<file path="src/rtl/decode_stage.sv">
// Octa16 decode stage: combinational decode of the fetched instruction,
// a 2-entry output FIFO with a registered in_ready, flush support for branch
// redirect, and a saturating count of illegal instructions delivered downstream.
module decode_stage #(
    parameter int XLEN  = 16,
    parameter int CNT_W = 8
) (
    input  logic             clk,
    input  logic             rst,
    input  logic             flush,
    input  logic             in_valid,
    output logic             in_ready,
    input  logic [15:0]      in_inst,
    input  logic [XLEN-1:0]  in_pc,
    output logic             out_valid,
    input  logic             out_ready,
    output logic [XLEN-1:0]  out_pc,
    output logic [2:0]       out_opcode,
    output logic [2:0]       out_func,
    output logic [2:0]       out_rs1,
    output logic [2:0]       out_rs2,
    output logic [2:0]       out_rd,
    output logic             out_rs1_en,
    output logic             out_rs2_en,
    output logic             out_rd_we,
    output logic [XLEN-1:0]  out_imm,
    output logic             out_illegal,
    output logic [CNT_W-1:0] illegal_cnt
);

    localparam logic [2:0] OP_R = 3'b000;
    localparam logic [2:0] OP_I = 3'b001;
    localparam logic [2:0] OP_L = 3'b010;
    localparam logic [2:0] OP_S = 3'b011;
    localparam logic [2:0] OP_B = 3'b100;
    localparam logic [2:0] OP_J = 3'b101;
    localparam logic [2:0] OP_P = 3'b110;

    localparam logic [2:0] FN_JAL   = 3'b000;
    localparam logic [2:0] FN_JALR  = 3'b100;
    localparam logic [2:0] FN_AUIR  = 3'b000;
    localparam logic [2:0] FN_ADDPC = 3'b001;

    localparam logic [CNT_W-1:0] CNT_MAX = {CNT_W{1'b1}};
    localparam logic [CNT_W-1:0] CNT_ONE = {{(CNT_W-1){1'b0}}, 1'b1};

    typedef struct packed {
        logic [XLEN-1:0] pc;
        logic [2:0]      opcode;
        logic [2:0]      func;
        logic [2:0]      rs1;
        logic [2:0]      rs2;
        logic [2:0]      rd;
        logic            rs1_en;
        logic            rs2_en;
        logic            rd_we;
        logic [XLEN-1:0] imm;
        logic            illegal;
    } entry_t;

    // Sign-extend a 4-bit immediate to the datapath width.
    function automatic logic [XLEN-1:0] sext4(input logic [3:0] v);
        return {{(XLEN-4){v[3]}}, v};
    endfunction

    // Sign-extend a 7-bit immediate to the datapath width.
    function automatic logic [XLEN-1:0] sext7(input logic [6:0] v);
        return {{(XLEN-7){v[6]}}, v};
    endfunction

    logic [2:0]       op_s;
    logic [2:0]       func_s;
    logic [2:0]       rs1_f_s;
    logic [2:0]       rd_f_s;
    logic [2:0]       rs2_f_s;
    entry_t           dec_s;
    entry_t           head_s;
    entry_t           mem_r [2];
    logic             wr_ptr_r;
    logic             rd_ptr_r;
    logic [1:0]       count_r;
    logic [1:0]       count_next_s;
    logic             in_ready_r;
    logic             out_valid_r;
    logic             push_s;
    logic             pop_s;
    logic [CNT_W-1:0] illegal_cnt_r;

    assign op_s    = in_inst[2:0];
    assign func_s  = in_inst[5:3];
    assign rd_f_s  = in_inst[8:6];
    assign rs1_f_s = in_inst[11:9];
    assign rs2_f_s = in_inst[14:12];

    // Decode the incoming instruction word into its execute-side fields.
    always_comb begin
        dec_s        = '0;
        dec_s.pc     = in_pc;
        dec_s.opcode = op_s;
        case (op_s)
            OP_R: begin
                dec_s.rs1    = rs1_f_s;
                dec_s.rs2    = rs2_f_s;
                dec_s.rd     = rd_f_s;
                dec_s.func   = func_s;
                dec_s.rs1_en = 1'b1;
                dec_s.rs2_en = 1'b1;
                dec_s.rd_we  = 1'b1;
            end
            OP_I: begin
                dec_s.rs1    = rs1_f_s;
                dec_s.rd     = rd_f_s;
                dec_s.func   = func_s;
                dec_s.rs1_en = 1'b1;
                dec_s.rd_we  = 1'b1;
                dec_s.imm    = sext4(in_inst[15:12]);
            end
            OP_L: begin
                dec_s.rs1    = rs1_f_s;
                dec_s.rd     = rd_f_s;
                dec_s.rs1_en = 1'b1;
                dec_s.rd_we  = 1'b1;
                dec_s.imm    = sext7({in_inst[15:12], in_inst[5:3]});
            end
            OP_S: begin
                // Store data register sits in the rd slot of the encoding.
                dec_s.rs1    = rs1_f_s;
                dec_s.rs2    = rd_f_s;
                dec_s.rs1_en = 1'b1;
                dec_s.rs2_en = 1'b1;
                dec_s.imm    = sext7({in_inst[15:12], in_inst[5:3]});
            end
            OP_B: begin
                dec_s.rs1    = rs1_f_s;
                dec_s.rs2    = rs2_f_s;
                dec_s.func   = func_s;
                dec_s.rs1_en = 1'b1;
                dec_s.rs2_en = 1'b1;
                dec_s.imm    = sext4({in_inst[15], in_inst[8:6]});
            end
            OP_J: begin
                dec_s.func = func_s;
                if (func_s == FN_JAL) begin
                    dec_s.rd    = rd_f_s;
                    dec_s.rd_we = 1'b1;
                    dec_s.imm   = sext7(in_inst[15:9]);
                end else if (func_s == FN_JALR) begin
                    dec_s.rd     = rd_f_s;
                    dec_s.rs1    = rs1_f_s;
                    dec_s.rs1_en = 1'b1;
                    dec_s.rd_we  = 1'b1;
                    dec_s.imm    = sext4(in_inst[15:12]);
                end else begin
                    dec_s.illegal = 1'b1;
                end
            end
            OP_P: begin
                dec_s.func = func_s;
                if (func_s == FN_ADDPC) begin
                    dec_s.rd    = rd_f_s;
                    dec_s.rd_we = 1'b1;
                    dec_s.imm   = sext7(in_inst[15:9]);
                end else if (func_s == FN_AUIR) begin
                    dec_s.rd     = rd_f_s;
                    dec_s.rs1    = rs1_f_s;
                    dec_s.rs1_en = 1'b1;
                    dec_s.rd_we  = 1'b1;
                    dec_s.imm    = sext4(in_inst[15:12]);
                end else begin
                    dec_s.illegal = 1'b1;
                end
            end
            default: begin
                dec_s.func    = func_s;
                dec_s.illegal = 1'b1;
            end
        endcase
    end

    // An incoming instruction in a flush cycle belongs to the squashed path.
    assign push_s = in_valid && in_ready_r && !flush;
    assign pop_s  = out_valid_r && out_ready;
    assign head_s = mem_r[rd_ptr_r];

    // Next occupancy: flush empties the buffer, push/pop move it by one.
    always_comb begin
        count_next_s = count_r;
        if (flush) begin
            count_next_s = 2'd0;
        end else if (push_s && !pop_s) begin
            count_next_s = count_r + 2'd1;
        end else if (!push_s && pop_s) begin
            count_next_s = count_r - 2'd1;
        end else begin
            count_next_s = count_r;
        end
    end

    // Entry storage: write the decoded instruction at the tail on a push.
    always_ff @(posedge clk or posedge rst) begin
        if (rst) begin
            mem_r[0] <= '0;
            mem_r[1] <= '0;
        end else if (push_s) begin
            mem_r[wr_ptr_r] <= dec_s;
        end
    end

    // Pointers, occupancy and the registered handshake flags.
    always_ff @(posedge clk or posedge rst) begin
        if (rst) begin
            wr_ptr_r    <= 1'b0;
            rd_ptr_r    <= 1'b0;
            count_r     <= 2'd0;
            in_ready_r  <= 1'b0;
            out_valid_r <= 1'b0;
        end else begin
            if (flush) begin
                wr_ptr_r <= 1'b0;
                rd_ptr_r <= 1'b0;
            end else begin
                if (push_s) begin
                    wr_ptr_r <= wr_ptr_r + 1'b1;
                end
                if (pop_s) begin
                    rd_ptr_r <= rd_ptr_r + 1'b1;
                end
            end
            count_r     <= count_next_s;
            in_ready_r  <= (count_next_s != 2'd2);
            out_valid_r <= (count_next_s != 2'd0);
        end
    end

    // Saturating count of illegal instructions handed to execute.
    always_ff @(posedge clk or posedge rst) begin
        if (rst) begin
            illegal_cnt_r <= '0;
        end else if (pop_s && head_s.illegal && (illegal_cnt_r != CNT_MAX)) begin
            illegal_cnt_r <= illegal_cnt_r + CNT_ONE;
        end
    end

    assign in_ready    = in_ready_r;
    assign out_valid   = out_valid_r;
    assign out_pc      = head_s.pc;
    assign out_opcode  = head_s.opcode;
    assign out_func    = head_s.func;
    assign out_rs1     = head_s.rs1;
    assign out_rs2     = head_s.rs2;
    assign out_rd      = head_s.rd;
    assign out_rs1_en  = head_s.rs1_en;
    assign out_rs2_en  = head_s.rs2_en;
    assign out_rd_we   = head_s.rd_we;
    assign out_imm     = head_s.imm;
    assign out_illegal = head_s.illegal;
    assign illegal_cnt = illegal_cnt_r;

    decode_stage_checker #(
        .W($bits(entry_t))
    ) u_checker (
        .clk       (clk),
        .rst       (rst),
        .flush     (flush),
        .in_ready  (in_ready_r),
        .out_valid (out_valid_r),
        .out_ready (out_ready),
        .count     (count_r),
        .illegal   (head_s.illegal),
        .enables   ({head_s.rs1_en, head_s.rs2_en, head_s.rd_we}),
        .payload   (head_s)
    );

endmodule

// Structural invariants of the decode stage buffer and handshake.
module decode_stage_checker #(
    parameter int W = 8
) (
    input logic         clk,
    input logic         rst,
    input logic         flush,
    input logic         in_ready,
    input logic         out_valid,
    input logic         out_ready,
    input logic [1:0]   count,
    input logic         illegal,
    input logic [2:0]   enables,
    input logic [W-1:0] payload
);

    a_count_range: assert property (@(posedge clk) disable iff (rst)
        count != 2'd3);

    a_valid_matches_count: assert property (@(posedge clk) disable iff (rst)
        out_valid == (count != 2'd0));

    a_full_blocks_input: assert property (@(posedge clk) disable iff (rst)
        (count == 2'd2) |-> !in_ready);

    a_hold_when_stalled: assert property (@(posedge clk) disable iff (rst)
        (out_valid && !out_ready && !flush) |=> (out_valid && $stable(payload)));

    a_illegal_no_enables: assert property (@(posedge clk) disable iff (rst)
        (out_valid && illegal) |-> (enables == 3'b000));

endmodule
</file>
<file path="config.mk">
export PLATFORM = sky130hd
export DESIGN_NAME = decode_stage
export DESIGN_NICKNAME = d
export VERILOG_FILES = /design/src/rtl/decode_stage.sv
export SDC_FILE = /design/constraint.sdc
export NUM_CORES = 1
export LEC_CHECK = 0
export CAP_MARGIN = 20
export CELL_PAD_IN_SITES_DETAIL_PLACEMENT = 1
export CELL_PAD_IN_SITES_GLOBAL_PLACEMENT = 1
export CORE_MARGIN = 5
export CORE_UTILIZATION = 42
export DETAILED_ROUTE_END_ITERATION = 10
export PLACE_DENSITY_LB_ADDON = 0.1
export SLEW_MARGIN = 20
export SYNTH_ARGS = -nofsm -noshare
export SYNTH_HDL_FRONTEND = slang
export SYNTH_SLANG_ARGS = --single-unit
export TNS_END_PERCENT = 20
</file>
<file path="constraint.sdc">
create_clock -name clk -period 6.8 [get_ports clk]
set_input_delay 1.36 -clock clk [delete_from_list [all_inputs] [get_ports clk]]
set_output_delay 1.36 -clock clk [all_outputs]
set_load 0.01 [all_outputs]
</file>
==> results of run 1 <==
cell usage in the layout (no fill, tap or decap), drive strengths merged, types with 2 or more instances in the layout:
cell | synthesis | final
a211oi | 6 | 6
a21oi | 8 | 8
a22oi | 3 | 3
a31oi | 6 | 6
a32o | 3 | 3
and2 | 2 | 2
and3 | 3 | 3
buf | 21 | 4
clkbuf | 16 | 12
clkdlybuf4s50 | 0 | 97
clkinv | 0 | 2
dfrtp | 98 | 98
inv | 5 | 6
mux2 | 43 | 43
mux2i | 2 | 2
nand2 | 178 | 178
nand3 | 3 | 3
nor2 | 14 | 14
nor2b | 2 | 2
nor3 | 2 | 2
o21ai | 43 | 43
or2b | 4 | 4
or3 | 2 | 2
or3b | 3 | 3
xnor2 | 6 | 6
xor2 | 3 | 3
through the flow:
| stage | hold slack, ns | util (%) |
|---|---|---|
| 6_report | 0.4702 | 53.14 |
| 5_1_grt | 0.4998 | 53.14 |
| 4_1_cts | 0.4754 | 53.10 |
| 3_5_place_dp | 0.4587 | 50.68 |
| 3_3_place_gp | 0.4513 | 50.68 |
| 2_1_floorplan | 0.4401 | - |
where the power goes:
part	switching, uW	internal [uW]
registers	158	825
clock network	221	259
logic	430	548
total	810	1630
path summary, 6_finish.rpt:
kind                            slack, ns                         end  cells past startpoint             startpoint
min in group asynchronous            1.32  illegal_cnt[2]$_DFFE_PP0P_                      2                    rst
worst min-delay path                 0.47       mem_r[91]$_DFFE_PP0P_                      2  mem_r[91]$_DFFE_PP0P_
worst max-delay path                 3.02                 out_imm[11]                      2   rd_ptr_r$_DFFE_PP0P_
worst max register to register       4.49  illegal_cnt[1]$_DFFE_PP0P_                      3   rd_ptr_r$_DFFE_PP0P_
max in group asynchronous            4.47        rd_ptr_r$_DFFE_PP0P_                      3                    rst
worst min register to register       0.47       mem_r[91]$_DFFE_PP0P_                      2  mem_r[91]$_DFFE_PP0P_
layout make-up:
type                            instances  area [sq um]
Fill cell                            1265          5283
Inverter                                5         21.27
Clock inverter                          4         26.28
Multi-Input combinational cell        352          2058
Timing Repair Buffer                  101          1005
Clock buffer                           12         246.5
Sequential cell                        98          2454
Tap cell                              143         178.9
worst min-delay path: cells and delay by family, from the launching register on:
family | cells | cell delay, ns
flip-flops | 1 | 0.34
AND/OR/NAND/NOR | 2 | 0.10
per-layer routing:
metal	track usage (%)	share of wire [%]	up-vias
li1	-	-	1775
met4	7.416	1.7	0
met2	32.91	49	71
met1	25.31	45	1877
met5	0	0	-
met3	3.109	3.9	16
state kept, by name (all words and copies together), names as in the netlist:
name / count
count_r: 2
illegal_cnt: 8
in_ready: 1
mem_r: 84
out_valid: 1
rd_ptr_r: 1
wr_ptr_r: 1
cells by family after synthesis:
family	synth area share (%)
mux	10.58
compound gates	10.79
buf+inv	5.617
simple gates	19.19
xor+xnor	2.126
flops	51.44
fa+ha+maj	0.2624
==> key figures, run 1 <==
Clock tree
  – CTS Hold Buffers Added: 0
  – H-tree depth: 3
  – Post-CTS setup buffer count: 0
  – Clock sinks: around 100
  – TritonCTS clock tree: done
  – Clock latency at the later pin of the worst-skew pair: 0.34 ns
  – Worst-path clk slew: 0.07 ns
  – Num CTS Buffers: 9
  – Clock root buffer: clkbuf_16
  – PostCTS Resize Cnt: 0
  – Clock Tree Buf Depth: 2

Floorplanning
  – Area of the core: between 10000 and 15000 sq um
  – Die Width: around 120 um
  – Initial Util: between 40% and 50%
  – Num rows: 39
  – Die area: approximately 14000 sq um
  – Die Y: 116.5 um
  – # IOs: 98

Synthesis
  – Synth Flop Type: dfrtp_1
  – Sequential share of the synthesized area: 51.44%
  – Post-synth EDFFs: 0
  – Seq cells post-synth: 98
  – Synth Warn #: 0
  – Most frequent cell after synthesis: nand2_1
  – Synth cell count leaders: 178 x nand2_1, 98 x dfrtp_1, 43 x mux2_2
  – Library cells used by synthesis: 51
  – Synthesized area per cell: roughly 9.7 sq um
  – Area contributors post-synth: dfrtp_1 51%, nand2_1 14%, mux2_2 10%, o21ai_0 3.7%, buf_4 1.6%
  – Syn Inst Count: 492
  – Post-synth top area share: 51.44%
  – Mapped Nets: 530
  – Top cell type by total area after synthesis: dfrtp_1
  – Ys async rst share: 100.0%
  – Mapped Area: around 4800 sq um

Status
  – Outcome: finished clean

STA
  – RSZ-0062 raised after global routing: no
  – Slew headroom: 30.08%
  – Fin. Hold Viols: 0
  – Layout Skew: 0.006407 ns
  – Fmax: 264.4 MHz
  – Worst Max-Slew Pin Slew: approximately 1.0 ns
  – Worst setup margin: 3.018 ns
  – Final setup TNS: 0 ns
  – Tcrit/Tclk final: 55.61%
  – Pins Over Slew Limit: 0
  – Setup violations, final: 0
  – Min Tclk post-route: 3.782 ns

Critical path
  – CP max FO: 43
  – Crit. End Element: primary output
  – Crit path kind: reg -> out
  – Worst Setup Start Kind: flip-flop
  – CP bufs+invs: 1
  – Slowest cell on the critical path: dfrtp_2
  – Cells along the critical path: mux2_2, clkdlybuf4s50_1
  – CP max stage delay: between 1 and 1.5 ns
  – Data required, critical path: roughly 5.4 ns
  – Worst Path Arrival: approximately 2.4 ns
  – Top delay family on crit path: flip-flops

Pwr
  – Peak VDD IR: 0.0001886 V
  – Cell area power density: between 400 and 500 nW/um^2
  – Total chip power: 2442 uW
  – Pleak: 0.002694 uW

Route
  – DR pass1 iterations: 4
  – Avg WL per Cell: about 17 um
  – Antenna Nets Post-Route: 0
  – Post-DR vias/cell: around 5.2
  – Residual DRC: 0
  – Initial DRC count: 192
  – Routed vias: 3739
  – WL final: between 10000 and 15000 um

Global routing
  – Grt ovf: 0
  – GRT Total Usage: between 15 and 20%
  – Largest net degree at the start of global routing: 78
  – First-pass GRT wire length: 20680 um
  – Initial antenna violation count: 0
  – Vias in the first global route: 4168

Placement
  – Cells after DPL: 699
  – Post-placement setup slack: roughly 3.3 ns
  – Placed cell area: around 5700 sq um
  – Post-DP HPWL: 8465 um
  – Port bufs: 97
  – Final estimated routing congestion in global placement: 0.7806

Final layout
  – Layout cells sized above 1: 13.64%
  – Synthesis-to-finish area growth: 25.64%
  – Final net count: 605
  – Total inserted antenna cells: 0
  – Fin cells: roughly 720
  – Post-route cell area: roughly 6000 sq um

Flow run
  – Number of max-cap violations: 0

Hold path
  – Hold WC Path Type: reg -> reg
(Power assumes the default switching activity.)
==> inputs of run 2 (changes only) <==
CORE_UTILIZATION = 35   (was 42)
clock period = 3.4 ns   (was 6.8 ns; I/O delays follow)
==> run 2 against run 1 <==
Sequential power up 95%; cell count up 5.6%; largest cell class unchanged; highest routed layer unchanged; combinational power up 110%; wire length up 1.8%; core utilization down 7.4 points; clock power up 95%; total power up 100%; critical endpoint is now out_imm[7]; final area up 1.6%; critical path type unchanged; register-to-register slack worse by 3.1 ns; clock skew up 0.00088 ns; largest power group is now combinational logic; worst hold slack worse by 0.0012 ns.
==> key figures, run 2 (synthesized netlist as in run 1, its figures left out) <==
STA
  – Worst Max-Slew Pin Slew: 1.011 ns (was 1.049 ns)
  – Layout Skew: 0.007284 ns (was 0.006407 ns)
  – RSZ-0062 raised after global routing: no (unchanged)
  – Setup violations, final: 0 (unchanged)
  – Min Tclk post-route: 2.818 ns
  – Fmax: 354.8 MHz
  – Final setup TNS: 0 ns (unchanged)
  – Fin. Hold Viols: 0 (unchanged)
  – Tcrit/Tclk final: 82.89%
  – Slew headroom: 32.62% (was 30.08%)
  – Worst setup margin: 0.5817 ns (was 3.018 ns)
  – Pins Over Slew Limit: 0 (unchanged)

Pwr
  – Pleak: 0.002729 uW (was 0.002694 uW)
  – Peak VDD IR: 0.0003772 V (was 0.0001886 V)
  – Cell area power density: 801.5 nW/um^2 (was 407.7 nW/um^2)
  – Total chip power: 4876 uW (was 2442 uW)

Global routing
  – Vias in the first global route: 4137 (was 4168)
  – Met2 GRT Util: 28.08% (was 32.91%)
  – GRT Total Usage: 16.43% (was 19.50%)
  – Met3 usage: 4.414% (was 3.109%)
  – GR Util met1: 20.34% (was 25.31%)
  – Gr busiest metal: met2 (unchanged)
  – Grt ovf: 0 (unchanged)
  – First-pass GRT wire length: 21200 um (was 20680 um)
  – Largest net degree at the start of global routing: 73 (was 78)
  – Initial antenna violation count: 0 (unchanged)

Route
  – WL final: 12570 um (was 12340 um)
  – Residual DRC: 0 (unchanged)
  – Initial DRC count: 126 (was 192)
  – Post-DR vias/cell: 4.934 (was 5.229)
  – Routed vias: 3725 (was 3739)
  – DR pass1 iterations: 4 (unchanged)
  – Antenna Nets Post-Route: 0 (unchanged)
  – Avg WL per Cell: 16.64 um (was 17.26 um)

Placement
  – Port bufs: 97 (unchanged)
  – Final estimated routing congestion in global placement: 0.7332 (was 0.7806)
  – Post-DP HPWL: 8993 um (was 8465 um)
  – Post-placement setup slack: 0.5620 ns (was 3.266 ns)

Floorplanning
  – Die area: 16050 sq um (was 13580 sq um)
  – # IOs: 98 (unchanged)
  – Die Width: 126.7 um (was 116.5 um)
  – Num rows: 42 (was 39)
  – Area of the core: 13300 sq um (was 11270 sq um)
  – Die Y: 126.7 um (was 116.5 um)
  – Initial Util: 35.86% (was 42.29%)

Clock tree
  – Clock Tree Buf Depth: 2 (unchanged)
  – Clock latency at the later pin of the worst-skew pair: 0.35 ns (was 0.34 ns)
  – Clock sinks: 98 (unchanged)
  – Clock root buffer: clkbuf_16 (unchanged)
  – Worst-path clk slew: 0.07 ns (about the same)
  – Post-CTS setup buffer count: 0 (unchanged)
  – PostCTS Resize Cnt: 0 (unchanged)
  – Num CTS Buffers: 9 (unchanged)
  – CTS Hold Buffers Added: 0 (unchanged)
  – H-tree depth: 3 (unchanged)
  – TritonCTS clock tree: done (unchanged)

Final layout
  – Commonest non-fill, non-tap cells in the layout: 178 x nand2_1, 97 x dfrtp_1, 97 x clkdlybuf4s50_1 (unchanged)
  – Max reg flops: 84 (unchanged)
  – Commonest non-fill, non-tap cell in the layout: nand2_1 (unchanged)
  – Final net count: 612 (was 605)
  – Largest register by flop count: mem_r (unchanged)
  – Seq. cell area: 2454 sq um (unchanged)
  – Area occupied by multi-input gates: 2058 sq um (unchanged)
  – Layout filler cell count: 1529 (was 1265)
  – Total inserted antenna cells: 0 (unchanged)
  – Synthesis-to-finish area growth: 27.61% (was 25.64%)
  – Layout cells sized above 1: 14.68% (was 13.64%)

Critical path
  – Crit path kind: reg -> out (unchanged)
  – CP Depth: 3 (was 2)
  – Top delay family on crit path: buffers and inverters (was flip-flops)
  – Worst Setup Start Kind: flip-flop (unchanged)
  – CP max stage delay: 0.54 ns (was 1.06 ns)
  – Worst Path Arrival: 2.14 ns (was 2.42 ns)
  – Slowest cell on the critical path: dfrtp_2 (unchanged)
  – CP max FO: 14 (was 43)
  – Data required, critical path: 2.72 ns (was 5.44 ns)
  – Crit. End Element: primary output (unchanged)
  – Cells along the critical path: buf_4, mux2_2, clkdlybuf4s50_1 (was mux2_2, clkdlybuf4s50_1)
  – Worst R2R Path Depth: 4 (was 3)
  – CP bufs+invs: 2 (was 1)

Hold path
  – Hold Path Depth: 2 (unchanged)
  – Hold WC Path Type: reg -> reg (unchanged)

Flow run
  – Number of max-cap violations: 0 (unchanged)

Status
  – Outcome: finished clean (unchanged)
[run 2: cell count changes in the layout (fill, tap and decap cells not counted), sizes merged]
cell / delta
buf: +7
clkinv: +2
clkbuf: -1
inv: -1
[run 2: worst register-to-register path, delay by kind of cell (launching register included)]
family / cells / cell delay, ns
AOI/OAI and AO/OA: 1 / 0.11
DFF: 1 / 0.41
and+or+nand+nor: 3 / 1.28
[run 2: worst paths after layout]
| check | to | from | slack [ns] |
|---|---|---|---|
| min in group asynchronous | illegal_cnt[6]$_DFFE_PP0P_ | rst | 0.66 |
| setup / recovery | out_imm[7] | rd_ptr_r$_DFFE_PP0P_ | 0.58 |
| setup reg to reg | mem_r[79]$_DFFE_PP0P_ | in_ready$_DFF_PP0_ | 1.43 |
| max in group asynchronous | mem_r[39]$_DFFE_PP0P_ | rst | 2.03 |
| hold / removal | mem_r[45]$_DFFE_PP0P_ | mem_r[45]$_DFFE_PP0P_ | 0.47 |
| hold reg to reg | mem_r[45]$_DFFE_PP0P_ | mem_r[45]$_DFFE_PP0P_ | 0.47 |
[run 2: report_power, final]
group	switching, uW	total [uW]	internal, uW
clock	444	938	494
sequential	273	1920	1650
combinational	899	2010	1110
total	1620	4880	3260
[run 2: final cells by class]
cell class	count	share of cell area [%]
inverter	5	0.3497
multi-input combinational	352	33.83
clock buffer	11	3.826
clock inverter	5	0.5142
sequential	98	40.33
timing repair buffer	108	17.52
tap	176	3.620
[run 2: through the flow]
stage	std cells	instance area, sq um	utilization, %	hold slack (ns)
floorplan	492	4767	-	0.4401
global placement	739	5819	43.77	0.4511
detailed placement	739	5819	43.77	0.4582
CTS	755	6083	45.76	0.4764
global route	755	6083	45.76	0.4949
finish	755	6083	45.76	0.4690
[run 2: per-layer routing]
layer / part of all wire (%) / up-vias / routed length, um
met2: 50 / 62 / 6224
met5: 0 / - / 0
met4: 1.5 / 0 / 184
met3: 3.9 / 11 / 492
li1: - / 1799 / -
met1: 45 / 1853 / 5664
